--- config.mk ---
export PLATFORM = sky130hd
export DESIGN_NAME = mul_ctrl
export DESIGN_NICKNAME = d
export VERILOG_FILES = /design/src/rtl/mul_ctrl.sv
export SDC_FILE = /design/constraint.sdc
export NUM_CORES = 1
export LEC_CHECK = 0
export CORE_ASPECT_RATIO = 1.75
export CORE_UTILIZATION = 43
export CTS_CLUSTER_DIAMETER = 80
export CTS_CLUSTER_SIZE = 30
export DETAILED_ROUTE_END_ITERATION = 12
export GPL_ROUTABILITY_DRIVEN = 0
export MAX_ROUTING_LAYER = met4
export PLACE_DENSITY = 0.87
export SYNTH_ARGS = -nofsm -noshare
export SYNTH_HDL_FRONTEND = slang
export SYNTH_SLANG_ARGS = --single-unit
--- constraint.sdc ---
create_clock -name clk -period 5.6 [get_ports clk]
set_input_delay 1.4 -clock clk [delete_from_list [all_inputs] [get_ports clk]]
set_output_delay 1.4 -clock clk [all_outputs]
set_load 0.02 [all_outputs]
--- src/rtl/mul_ctrl.sv ---
// Sequencing controller for the shared RV32M multiplier: latches operands, holds the
// pipeline for LATENCY cycles, returns the selected word. `MUL_CTRL_FUSE_EN adds a product cache.
module mul_ctrl #(
    parameter int LATENCY = 2
) (
    input  logic        clk,
    input  logic        rst,
    input  logic        req_i,
    input  logic [2:0]  func3_i,
    input  logic [31:0] op1_i,
    input  logic [31:0] op2_i,
    input  logic [4:0]  rd_addr_i,
    input  logic        flush_i,
    output logic        stall_o,
    output logic        mul_en_o,
    output logic [2:0]  mul_func3_o,
    output logic [31:0] mul_op1_o,
    output logic [31:0] mul_op2_o,
    input  logic [31:0] mul_lo_i,
    input  logic [31:0] mul_hi_i,
    output logic        result_valid_o,
    output logic [31:0] result_o,
    output logic [4:0]  rd_addr_o,
    output logic        rd_we_o
);

    typedef enum logic [1:0] {IDLE, CALC, DONE} state_t;

    localparam logic [3:0] CNT_INIT = 4'(LATENCY - 1);

    state_t     state, state_next;
    logic [3:0] cnt;
    logic       accept;
    logic       capture;
    logic       hit;

    function automatic logic [31:0] select_word(input logic [2:0] f, input logic [63:0] p);
        return (f[1:0] == 2'b00) ? p[31:0] : p[63:32];
    endfunction

    assign accept  = req_i && !func3_i[2] && !flush_i && (state == IDLE);
    assign capture = (state == CALC) && (cnt == 4'd0) && !flush_i;

`ifdef MUL_CTRL_FUSE_EN
    logic [31:0] c_op1, c_op2;
    logic [1:0]  c_cls;
    logic [63:0] c_prod;
    logic        c_vld;

    // Signedness class: 2'b11 signed*signed, 2'b10 signed*unsigned, 2'b00 unsigned*unsigned.
    function automatic logic [1:0] sign_class(input logic [2:0] f);
        case (f[1:0])
            2'b01:   return 2'b11;
            2'b10:   return 2'b10;
            default: return 2'b00;
        endcase
    endfunction

    // MUL hits under any class because the low word does not depend on signedness.
    assign hit = c_vld && (c_op1 == op1_i) && (c_op2 == op2_i) &&
                 ((func3_i[1:0] == 2'b00) || (c_cls == sign_class(func3_i)));

    always_ff @(posedge clk or negedge rst) begin
        if (!rst) begin
            c_vld  <= 1'b0;
            c_op1  <= '0;
            c_op2  <= '0;
            c_cls  <= '0;
            c_prod <= '0;
        end else if (capture) begin
            c_vld  <= 1'b1;
            c_op1  <= mul_op1_o;
            c_op2  <= mul_op2_o;
            c_cls  <= sign_class(mul_func3_o);
            c_prod <= {mul_hi_i, mul_lo_i};
        end
    end
`else
    assign hit = 1'b0;
`endif

    always_ff @(posedge clk or negedge rst) begin
        if (!rst) state <= IDLE;
        else      state <= state_next;
    end

    always_comb begin
        state_next = state;
        stall_o    = 1'b0;
        case (state)
            IDLE: begin
                if (accept) begin
                    stall_o    = 1'b1;
                    state_next = hit ? DONE : CALC;
                end
            end
            CALC: begin
                if (flush_i) begin
                    state_next = IDLE;
                end else begin
                    stall_o = 1'b1;
                    if (cnt == 4'd0) state_next = DONE;
                end
            end
            DONE:    state_next = IDLE;
            default: state_next = IDLE;
        endcase
    end

    assign mul_en_o       = (state == CALC);
    assign result_valid_o = (state == DONE) && !flush_i;
    assign rd_we_o        = result_valid_o;

    always_ff @(posedge clk or negedge rst) begin
        if (!rst) begin
            cnt         <= '0;
            mul_op1_o   <= '0;
            mul_op2_o   <= '0;
            mul_func3_o <= '0;
            rd_addr_o   <= '0;
            result_o    <= '0;
        end else begin
            if (accept) begin
                mul_op1_o   <= op1_i;
                mul_op2_o   <= op2_i;
                mul_func3_o <= func3_i;
                rd_addr_o   <= rd_addr_i;
                cnt         <= CNT_INIT;
`ifdef MUL_CTRL_FUSE_EN
                if (hit) result_o <= select_word(func3_i, c_prod);
`endif
            end else if ((state == CALC) && !flush_i && (cnt != 4'd0)) begin
                cnt <= cnt - 4'd1;
            end
            if (capture) result_o <= select_word(mul_func3_o, {mul_hi_i, mul_lo_i});
        end
    end

endmodule

* Word-level counts from Yosys, hierarchy flattened *
Index checks and enable logic that the tools add are counted.

storage, ports and cells
  flip-flop bits (word level) = 110
  bits of input ports = 140
  output and inout port bits = 108
  word-level logic and storage cells = 38

operators by class
  $add $sub $neg = 1
  equal/unequal tests = 4
  multiplexer cells = 10
  reduce and logical (&&, ||, !) cells = 16

operator list
  cell                   number
  $mux W32               1
  $logic_and A1 B1 Y1    8
  $mux W4                2
  $mux W2                3
  $logic_not A2 Y1       2
  $logic_not A4 Y1       1
  $pmux W2 S2            1
  $reduce_bool A4 Y1     1
  $sub A4 B1 Y4 const B  1
  $ne A3 B2 Y1 const B   1
  $eq A2 B1 Y1 const B   1
  $eq A2 B2 Y1 const B   1
  $logic_not A1 Y1       2
  $mux W1                2
  $ne A2 B2 Y1 const B   1
  $pmux W1 S2            1
  $reduce_and A2 Y1      1
  $reduce_bool A2 Y1     1

* Depth between registers and ports, before layout *
  depth in word-level cells = 6
  depth in mapped cells = 7
  gate-level depth less buffers = 5

* Least setup slack after synthesis *
No wires, ideal clock.

  kind = input port to output port
  from = in flush_i
  to = out stall_o
  arrival = 2.187 ns
  data required time = 4.200 ns
  path slack = 2.013 ns
  stages = 5
  path buffers = 2
  cell sequence = nor2_1 -> nand3_1 -> buf_2 -> buf_2 -> nand2_1

between the ends
  word-level cells in the longest chain between the ends = 5
  elaborated cells between the ends (all ways) = 6
  those cells by class = mux: 3; reduce/logical: 3

ends and longest elaborated chain
  element                           RTL line  source
  from (decl)                       13        input logic flush_i,
  $logic_not A1 Y1                  41        assign accept = req_i && !func3_i[2] && !flush_i && (state == IDLE);
  $logic_and A1 B1 Y1 (2 in a row)  41
  $mux W1                           92        if (accept) begin
  $pmux W1 S2 *                     90        case (state)
  to (decl)                         14        output logic stall_o,

Every way passes the cells marked *; elsewhere a longest branch is shown, timed or not.

* Worst setup path in the final report *
Ends and elaborated chain as after synthesis.

==> impl_metrics.env <==
export IMPL_yosys_area_share_simple_pct=2.38
export IMPL_crit_arrival_ns=3.14
export IMPL_synth_top_area_cell="dfrtp_1"
export IMPL_finalPower_uw=3430
export IMPL_synthTopCellsByArea="dfrtp_1 (59%), mux2_2 (26%), mux2_4 (9.3%), buf_2 (0.96%), buf_6 (0.72%)"
export IMPL_yosys_warnings=0
export IMPL_ir_drop_v=0.000285
export IMPL_clk_path_buf_depth=2
export IMPL_ys_top_cells_by_count="dfrtp_1 (110), mux2_2 (106), mux2_4 (29)"
export IMPL_nets=680
export IMPL_cts_tree="built"
export IMPL_grt_pass1_wl_mm=17.8
export IMPL_start_util_pct=44.0
export IMPL_drv_cap=0
export IMPL_critPathMaxFanout=11
export IMPL_finalSetupViolCount=0
export IMPL_syn_area_per_cell_um2=15.9
export IMPL_coreArea_um2=10600
export IMPL_die_area_um2=11300
export IMPL_syn_nets=436
export IMPL_powerDensity_nw_per_um2=455
export IMPL_synth_compound_area_share_pct=0.936
export IMPL_period_share_pct=81.2
export IMPL_netlist_instances=294
export IMPL_yosys_area_share_xor_xnor_pct=0
export IMPL_grt_ovfl_total=0
export IMPL_area_delta_synth_final_pct=61.3
export IMPL_synth_most_common_cell="dfrtp_1"
export IMPL_synth_top_area_share_pct=58.8
export IMPL_ys_seq_area_share_pct=58.8
export IMPL_die_w_um=80.8
export IMPL_first_pass_iters=4
export IMPL_track_usage_pct=21.6
export IMPL_synthAdderAreaFrac_pct=0.535
export IMPL_slew_headroom_pct=25.0
export IMPL_synth_edf_count=0
export IMPL_start_kind="input port"
export IMPL_fmax_mhz=220
export IMPL_rows=50
export IMPL_finClkSkew_ns=0.0139
export IMPL_layout_min_cycle_time_ns=4.54
export IMPL_tightest_slew_ns=1.13
export IMPL_die_h_um=140
export IMPL_finalWirelength_mm=11.9
export IMPL_grt_max_degree=78
export IMPL_drv_slew=0
export IMPL_synth_top_family_by_area="multiplexers"
export IMPL_fin_setup_tns_ns=0
export IMPL_clock_latency_ns=0.35
export IMPL_io_pins=248
export IMPL_hpwl_mm=8.91
export IMPL_drt_iter0_markers=95
export IMPL_numCtsBuffers=9
export IMPL_leakage_uw=0.00325
export IMPL_hold_buffers=0
export IMPL_cts_resized=0
export IMPL_finish_utilization_pct=71.0
export IMPL_wl_per_cell_um=17.6
export IMPL_finalHoldViolCount=0
export IMPL_critical_path_required_ns=4.20
export IMPL_numPortBuffers=247
export IMPL_synth_area_mux_share_pct=34.8
export IMPL_clockRootBuffer="clkbuf_16"
export IMPL_vias=3359
export IMPL_drive_gt1_share_pct=29.1
export IMPL_synthesis_area_um2=4680
export IMPL_ys_ff_latch=110
export IMPL_end_kind="output port"
export IMPL_n_antenna_cell=0
export IMPL_async_flop_share_pct=100
export IMPL_via_per_inst=4.99
export IMPL_htreeDepth=3
export IMPL_setup_ws_ns=1.06
export IMPL_holdCritPathClass="flip-flop to flip-flop"
export IMPL_grt_pass1_vias=3665
export IMPL_ys_types=24
export IMPL_antenna_found_initial=0
export IMPL_post_cts_setup_buffer_count=0
export IMPL_cts_sinks=110
export IMPL_grt_setup_unrepaired="false"
export IMPL_remaining_drc_errors=0
export IMPL_dpl_worst_slack_ns=1.05
export IMPL_ant_nets=0
export IMPL_ys_dominant_reg_cell="dfrtp_1"
export IMPL_critPathKind="input port to output port"
export IMPL_outcome="finished clean"
export IMPL_path_clk_slew_ns=0.07
==> metrics by stage <==
step / instance area (µm²) / hold WS, ns / cells
6_report: 7550 / 0.489 / 673
3_5_place_dp: 7250 / 0.477 / 657
3_3_place_gp: 7250 / 0.471 / 657
5_1_grt: 7550 / 0.509 / 673
2_1_floorplan: 4680 / 0.524 / 294
4_1_cts: 7550 / 0.496 / 673
==> worst max-delay path: stages <==
cell             delay (ns)
clkdlybuf4s50_1        0.46
or3b_1                 0.53
nand2_1                0.12
clkdlybuf4s50_1        0.63
==> power by group <==
| part | switching [µW] | internal, µW | total, µW |
|---|---|---|---|
| Clock | 286 | 350 | 637 |
| Combinational | 677 | 886 | 1560 |
| Sequential | 157 | 1080 | 1230 |
| Total | 1120 | 2310 | 3430 |
==> cells by family after synthesis <==
family | Yosys count
compound gates | 7
fa+ha+maj | 2
buf+inv | 21
flops | 110
mux | 135
simple gates | 19
==> area by class of cell <==
type / instances / area [µm²]
tap: 130 / 163
fill: 723 / 3090
multi-input combinational: 163 / 1830
clock buffer: 10 / 229
inverter: 4 / 15.0
clock inverter: 6 / 68.8
sequential: 110 / 2750
timing repair buffer: 250 / 2490
==> final timing paths <==
check	slack, ns	cells past startpoint	start	end
hold reg to reg	0.49	1	mul_func3_o[2]	mul_func3_o[2]
hold / removal	0.49	1	mul_func3_o[2]	mul_func3_o[2]
max in group asynchronous	3.36	2	rst	cnt[1]
min in group asynchronous	1.17	1	rst	result_o[17]
setup reg to reg	2.91	5	cnt[0]	result_o[5]
setup / recovery	1.06	4	flush_i	stall_o
==> routing by layer <==
layer  share of wire [%]  vias up  GRT usage, %
met5                   0        -             -
met4                 4.3        0          12.5
met3                 8.0       36          4.89
met2                  54      176          37.8
met1                  34     1620          21.2
li1                    -     1527             -
==> state kept, by name, summed over array words and instances (netlist names) <==
register     count
rd_addr_o        5
result_o        32
mul_op1_o       32
mul_func3_o      3
mul_op2_o       32
state            2
cnt              4
==> cell usage in the layout, fill, tap and decap left out, drive strengths merged <==
master	n
a21boi	2
a31o	1
and2	2
buf	4
bufinv	1
clkbuf	10
clkdlybuf4s50	246
clkinv	2
clkinvlp	1
dfrtp	110
ha	2
inv	6
mux2	135
nand2	1
nand2b	1
nand3	2
nor2	3
nor2b	2
nor3b	1
nor4	1
o21ai	4
or2	1
or3	3
or3b	1
or4	1
(Power assumes the default switching activity.)
